--- src/rtl/calc_sequencer.sv ---
// Calculator control sequencer: turns key strobes into operand-register pulses
// and runs the start/done handshake with the multi-cycle arithmetic unit.
module calc_sequencer #(
    parameter int unsigned ARITH_TIMEOUT = 64,
    parameter int unsigned CNT_W         = 7
) (
    input  logic       clock,
    input  logic       reset,
    input  logic       key_valid,
    input  logic [4:0] key_code,
    input  logic       arith_done,
    input  logic       arith_ovf,
    output logic       newhex,
    output logic [3:0] hexcode,
    output logic       newop,
    output logic       eq,
    output logic       clear,
    output logic [1:0] op_sel,
    output logic       arith_start,
    output logic       busy,
    output logic       error,
    output logic       key_drop
);

    localparam logic [4:0] KEY_ADD = 5'd16;
    localparam logic [4:0] KEY_EQ  = 5'd19;
    localparam logic [4:0] KEY_CLR = 5'd20;

    typedef enum logic [2:0] {
        ST_IDLE,
        ST_START,
        ST_WAIT,
        ST_COMMIT,
        ST_ERROR
    } state_t;

    state_t           state, state_d;
    logic             op_valid, op_valid_d;
    logic             buf_valid, buf_valid_d;
    logic [4:0]       buf_code, buf_code_d;
    logic [CNT_W-1:0] cnt, cnt_d, cnt_inc;

    logic       newhex_d, newop_d, eq_d, clear_d, start_d, busy_d, error_d, key_drop_d;
    logic [3:0] hexcode_d;
    logic [1:0] op_sel_d;

    logic       key_clr, key_ok, store_key, pk_v;
    logic [4:0] pk;

    // Next-state and next-output logic
    always_comb begin
        state_d     = state;
        op_valid_d  = op_valid;
        buf_valid_d = buf_valid;
        buf_code_d  = buf_code;
        cnt_d       = cnt;
        newhex_d    = 1'b0;
        hexcode_d   = hexcode;
        newop_d     = 1'b0;
        clear_d     = 1'b0;
        op_sel_d    = op_sel;
        key_drop_d  = key_drop;
        store_key   = 1'b0;
        pk_v        = 1'b0;
        pk          = 5'd0;
        cnt_inc     = cnt + CNT_W'(1);

        key_clr = key_valid && (key_code == KEY_CLR);
        key_ok  = key_valid && (key_code < KEY_CLR);

        if (key_clr) begin
            state_d     = ST_IDLE;
            clear_d     = 1'b1;
            op_valid_d  = 1'b0;
            op_sel_d    = 2'b00;
            buf_valid_d = 1'b0;
            key_drop_d  = 1'b0;
            cnt_d       = '0;
        end else begin
            case (state)
                ST_IDLE: begin
                    // A buffered key goes first; a fresh key then takes its slot
                    if (buf_valid) begin
                        pk          = buf_code;
                        pk_v        = 1'b1;
                        buf_valid_d = key_ok;
                        if (key_ok) buf_code_d = key_code;
                    end else begin
                        pk   = key_code;
                        pk_v = key_ok;
                    end
                    if (pk_v) begin
                        if (pk < KEY_ADD) begin
                            newhex_d  = 1'b1;
                            hexcode_d = pk[3:0];
                        end else if (pk < KEY_EQ) begin
                            newop_d    = 1'b1;
                            op_sel_d   = 2'(pk - KEY_ADD);
                            op_valid_d = 1'b1;
                        end else if (op_valid) begin
                            state_d = ST_START;
                        end
                    end
                end
                ST_START: begin
                    cnt_d     = '0;
                    state_d   = ST_WAIT;
                    store_key = 1'b1;
                end
                ST_WAIT: begin
                    cnt_d     = cnt_inc;
                    store_key = 1'b1;
                    if (arith_done) begin
                        state_d = arith_ovf ? ST_ERROR : ST_COMMIT;
                    end else if (cnt_inc == CNT_W'(ARITH_TIMEOUT)) begin
                        state_d = ST_ERROR;
                    end
                end
                ST_COMMIT: begin
                    state_d   = ST_IDLE;
                    store_key = 1'b1;
                end
                default: ;
            endcase

            if (store_key && key_ok) begin
                if (buf_valid) begin
                    key_drop_d = 1'b1;
                end else begin
                    buf_valid_d = 1'b1;
                    buf_code_d  = key_code;
                end
            end
        end

        start_d = (state_d == ST_START);
        eq_d    = (state_d == ST_COMMIT);
        busy_d  = (state_d == ST_START) || (state_d == ST_WAIT) || (state_d == ST_COMMIT);
        error_d = (state_d == ST_ERROR);
    end

    // State and registered outputs
    always_ff @(posedge clock or negedge reset) begin
        if (!reset) begin
            state       <= ST_IDLE;
            op_valid    <= 1'b0;
            buf_valid   <= 1'b0;
            buf_code    <= 5'd0;
            cnt         <= '0;
            newhex      <= 1'b0;
            hexcode     <= 4'd0;
            newop       <= 1'b0;
            eq          <= 1'b0;
            clear       <= 1'b0;
            op_sel      <= 2'b00;
            arith_start <= 1'b0;
            busy        <= 1'b0;
            error       <= 1'b0;
            key_drop    <= 1'b0;
        end else begin
            state       <= state_d;
            op_valid    <= op_valid_d;
            buf_valid   <= buf_valid_d;
            buf_code    <= buf_code_d;
            cnt         <= cnt_d;
            newhex      <= newhex_d;
            hexcode     <= hexcode_d;
            newop       <= newop_d;
            eq          <= eq_d;
            clear       <= clear_d;
            op_sel      <= op_sel_d;
            arith_start <= start_d;
            busy        <= busy_d;
            error       <= error_d;
            key_drop    <= key_drop_d;
        end
    end

endmodule

--- config.mk ---
export PLATFORM = sky130hd
export DESIGN_NAME = calc_sequencer
export DESIGN_NICKNAME = d
export VERILOG_FILES = /design/src/rtl/calc_sequencer.sv
export SDC_FILE = /design/constraint.sdc
export NUM_CORES = 1
export LEC_CHECK = 0
export CORE_UTILIZATION = 35
export DETAILED_ROUTE_END_ITERATION = 10
export SYNTH_ARGS = -nofsm -noshare
export SYNTH_HDL_FRONTEND = slang
export SYNTH_SLANG_ARGS = --single-unit
--- constraint.sdc ---
create_clock -name clock -period 2.44 [get_ports clock]
set_input_delay 0.244 -clock clock [delete_from_list [all_inputs] [get_ports clock]]
set_output_delay 0.244 -clock clock [all_outputs]
set_load 0.005 [all_outputs]
==> impl_results.html <==
<table>
<tr><th>Metric</th><th>Value</th></tr>
<tr><th colspan="2">Clock tree</th></tr>
<tr><td>Number of buffers created by CTS</td><td>5</td></tr>
<tr><td>H-tree depth</td><td>2</td></tr>
<tr><td>Number of clock sinks</td><td>31</td></tr>
<tr><td>Worst-skew pair later-pin latency</td><td>0.28 ns</td></tr>
<tr><td>Count of buffers added by post-CTS timing repair for setup</td><td>0</td></tr>
<tr><td>TritonCTS clock tree</td><td>yes</td></tr>
<tr><td>Post-CTS clock slew at the launch and capture registers of the worst setup and hold paths</td><td>0.06 ns</td></tr>
<tr><td>Clock tree root driver cell</td><td>clkbuf_8</td></tr>
<tr><td>Hold buffers post-CTS</td><td>0</td></tr>
<tr><td>Maximum buffer depth of the clock tree</td><td>2</td></tr>
<tr><td>Resized Gates After CTS</td><td>0</td></tr>
<tr><th colspan="2">Detailed routing</th></tr>
<tr><td>Length of the first detailed-routing pass in iterations</td><td>4</td></tr>
<tr><td>Post-route antenna net violation count</td><td>0</td></tr>
<tr><td>Routed Wire Length</td><td>between 3000 and 4000 µm</td></tr>
<tr><td>DRC Markers</td><td>0</td></tr>
<tr><td>Final routed wire length divided by cell count</td><td>15.0 µm</td></tr>
<tr><td>Via/cell ratio</td><td>5.48</td></tr>
<tr><td>Violation count after the first detailed-route iteration</td><td>70</td></tr>
<tr><td>Routed via count</td><td>around 1400</td></tr>
<tr><th colspan="2">STA</th></tr>
<tr><td>Minimum period implied by the final worst setup slack</td><td>1.92 ns</td></tr>
<tr><td>Pins Over Slew Limit</td><td>0</td></tr>
<tr><td>Final setup violation count</td><td>0</td></tr>
<tr><td>Setup repair after global routing missed its margin</td><td>no</td></tr>
<tr><td>Final cycle utilization of the critical path</td><td>78.6%</td></tr>
<tr><td>Max Freq</td><td>about 0.52 GHz</td></tr>
<tr><td>Post-route worst hold slack</td><td>0.358 ns</td></tr>
<tr><td>Fin Clk Skew</td><td>0.00415 ns</td></tr>
<tr><td>Final hold viol count</td><td>0</td></tr>
<tr><td>Tightest slew margin relative to the limit</td><td>66.0%</td></tr>
<tr><td>Total Neg Setup Slack</td><td>0 ns</td></tr>
<tr><td>Slew at the pin closest to its max-slew limit</td><td>between 0.5 and 0.6 ns</td></tr>
<tr><th colspan="2">Layout</th></tr>
<tr><td>Layout cell share with drive strength beyond 1</td><td>between 10% and 20%</td></tr>
<tr><td>Fin nets</td><td>~210</td></tr>
<tr><td>Filler Cell Count</td><td>437</td></tr>
<tr><td>Diode insertion count for antenna repair</td><td>0</td></tr>
<tr><td>Finished Layout Cells</td><td>250</td></tr>
<tr><td>Most common cell after layout, fill and taps aside</td><td>dfrtp_1</td></tr>
<tr><td>Area overhead of the layout relative to synthesis</td><td>23.5%</td></tr>
<tr><td>Commonest cells after routing, fill and taps aside</td><td>31 x dfrtp_1, 23 x clkdlybuf4s50_1, 17 x nor2_1</td></tr>
<tr><td>Area of the multi-input gates</td><td>around 840 µm²</td></tr>
<tr><td>Area used by sequential logic in the layout</td><td>approximately 780 µm²</td></tr>
<tr><th colspan="2">Power</th></tr>
<tr><td>Maximum vdd ir drop</td><td>roughly 0.64 mV</td></tr>
<tr><td>Relative contribution of the clock network to total power</td><td>between 20% and 30%</td></tr>
<tr><td>Combinational fraction of design power</td><td>around two fifths</td></tr>
<tr><td>Power share of the sequential group</td><td>38.9%</td></tr>
<tr><td>Sw power</td><td>0.944 mW</td></tr>
<tr><td>Overall power of the completed layout</td><td>2.57 mW</td></tr>
<tr><td>P per Cell Area</td><td>~1200 nW/µm²</td></tr>
<tr><td>Leakage</td><td>0.878 nW</td></tr>
<tr><td>Internal power of the cells</td><td>~1.6 mW</td></tr>
<tr><td>Proportion of total power due to net switching</td><td>between 30% and 40%</td></tr>
<tr><th colspan="2">Logic synthesis</th></tr>
<tr><td>Post-synthesis sequential element count</td><td>31</td></tr>
<tr><td>Seq/Total Area, Yosys</td><td>approximately 46%</td></tr>
<tr><td>Mapped cell area</td><td>1690 µm²</td></tr>
<tr><td>Yosys warnings</td><td>0</td></tr>
<tr><td>Mean instance size in the synthesized netlist</td><td>9.94 µm²</td></tr>
<tr><td>Share of async-settable or async-resettable flops after synthesis</td><td>100%</td></tr>
<tr><td>Most common flop cell mapped by yosys</td><td>dfrtp_1</td></tr>
<tr><td>Gate count after technology mapping</td><td>170</td></tr>
<tr><td>EDFF count, synth</td><td>0</td></tr>
<tr><td>Cell variety after synth</td><td>48</td></tr>
<tr><td>Post-Syn Nets</td><td>approximately 180</td></tr>
<tr><th colspan="2">Setup path</th></tr>
<tr><td>Max FO, Critical Path</td><td>15</td></tr>
<tr><td>Type of destination of the critical path</td><td>flip-flop</td></tr>
<tr><td>Largest incremental delay on the critical path</td><td>0.56 ns</td></tr>
<tr><td>Slack of the worst reg-to-reg path</td><td>0.52 ns</td></tr>
<tr><td>Kind of critical path</td><td>flip-flop to flip-flop</td></tr>
<tr><td>Nature of the critical path startpoint</td><td>flip-flop</td></tr>
<tr><td>Crit path buffers/inverters</td><td>0</td></tr>
<tr><td>Critical Path AT</td><td>between 2 and 2.5 ns</td></tr>
<tr><td>Cell breakdown of the critical path</td><td>or3_4, nor3_2, mux2_2</td></tr>
<tr><td>Kind of cell adding the most delay to the critical path</td><td>simple AND/OR/NAND/NOR gates</td></tr>
<tr><td>Slowest cell on the critical path</td><td>dfrtp_1</td></tr>
<tr><td>Critical Path RT</td><td>2.61 ns</td></tr>
<tr><th colspan="2">Place</th></tr>
<tr><td>Number of buffer cells added on primary ports</td><td>23</td></tr>
<tr><td>Detail Placement HPWL</td><td>2640 µm</td></tr>
<tr><td>Number of placed instances with taps included</td><td>242</td></tr>
<tr><td>Final weighted congestion of routability-driven global placement</td><td>0.782</td></tr>
<tr><th colspan="2">Global route</th></tr>
<tr><td>Antenna violations before repair</td><td>0</td></tr>
<tr><td>Maximum number of pins on one net before global-route repair</td><td>32</td></tr>
<tr><td>Aggregate global routing overflow</td><td>0</td></tr>
<tr><td>Number of global-route vias before repair</td><td>1311</td></tr>
<tr><td>Global-route wire length before repair</td><td>around 6300 µm</td></tr>
<tr><td>Overall fraction of global-route tracks in use</td><td>between 10% and 20%</td></tr>
<tr><th colspan="2">Die</th></tr>
<tr><td>Initial core utilization</td><td>37.5%</td></tr>
<tr><td>Std cell rows</td><td>24</td></tr>
<tr><td>Std-Cell Core Area</td><td>4500 µm²</td></tr>
<tr><td>Die width</td><td>71.5 µm</td></tr>
<tr><td>Count of pins on the block boundary</td><td>24</td></tr>
<tr><td>Chip Height</td><td>~70 µm</td></tr>
<tr><td>Die Outline Area</td><td>5110 µm²</td></tr>
<tr><th colspan="2">Run</th></tr>
<tr><td>Maximum capacitance violations</td><td>0</td></tr>
<tr><th colspan="2">Run status</th></tr>
<tr><td>Result of the run</td><td>completed</td></tr>
<tr><th colspan="2">Min path</th></tr>
<tr><td>Worst min-delay path category</td><td>input port to async pin</td></tr>
</table>
-- power by group through the flow --
stage	registers, mW	logic [mW]	clock network [mW]
6_report	1.00	1.05	0.519
5_1_grt	1.05	1.17	0.562
4_1_cts	0.999	1.06	0.536
3_5_place_dp	1.01	1.05	0
3_3_place_gp	1.00	1.04	0
2_1_floorplan	0.905	0.762	0
-- worst reg2reg max path: stages (launching register included) --
cell and delay [ns]:
dfrtp_1 0.56, or3_4 0.47, nor3_2 0.38, mux2_2 0.39
-- metal layers --
metal  vias to the layer above  part of all wire, %  wire (µm)  GRT usage, %
li1                        661                    -          -             -
met1                       659                   46       1710          20.8
met2                        40                   47       1770          26.1
met3                        11                  5.1        191          4.08
met4                         0                  2.3         86          6.75
met5                         -                    0          0             0
-- sequential cells by signal, summed over array words and instances (netlist names) --
signal       flops
error            1
key_drop         1
newop            1
op_sel           2
buf_code         5
newhex           1
eq               1
cnt              7
hexcode          4
busy             1
state            3
clear            1
buf_valid        1
op_valid         1
arith_start      1
-- cells in the mapped netlist, types with 2 or more instances --
master	instances	area share (%)
mux2_2	10	6.7
nor2b_1	3	1.1
a21oi_1	12	3.6
a31oi_1	4	1.5
nand3_1	5	1.5
inv_1	4	0.89
buf_6	2	1.3
xor2_1	2	1.0
o21a_1	3	1.3
nor3b_1	2	0.89
nand2_1	12	2.7
buf_2	4	1.2
mux2i_1	5	3.0
nor2_1	17	3.8
dfrtp_1	31	46
a21boi_0	3	1.3
and2_1	4	1.5
o21ai_0	14	4.1
nor3_1	4	1.2
-- cells by family after synthesis --
group	Yosys count	share of synthesized area (%)
mux	15	9.62
xor+xnor	3	1.55
flops	31	45.9
buf+inv	13	4.29
fa+ha+maj	1	0.740
simple gates	59	19.4
compound gates	48	18.5
-- per-stage QoR --
step | worst slack, ns | cell area (µm²) | util (%)
after global placement | 0.286 | 1970 | 43.7
after global routing | 0.388 | 2090 | 46.3
after floorplan | 0.833 | 1690 | -
final | 0.521 | 2090 | 46.3
after detailed placement | 0.244 | 1970 | 43.7
after CTS | 0.510 | 2090 | 46.3
-- final timing paths --
check / start / end / cells after the start
max in group asynchronous: reset / cnt[6] / 2
min: reset / arith_start / 2
min reg2reg: op_valid / op_valid / 2
min in group clock: op_valid / op_valid / 2
max reg2reg: state[0] / hexcode[0] / 3
max: state[0] / hexcode[0] / 3
-- area by class of cell --
class,instances,share of cell area (%)
well taps,52,3.12
clock inverters,2,1.68
multi-input cells,126,40.3
inverters,5,0.899
repair buffers,28,12.8
flip-flops and latches,31,37.2
clock buffers,6,3.96
Power figures use the tool's default switching activity.
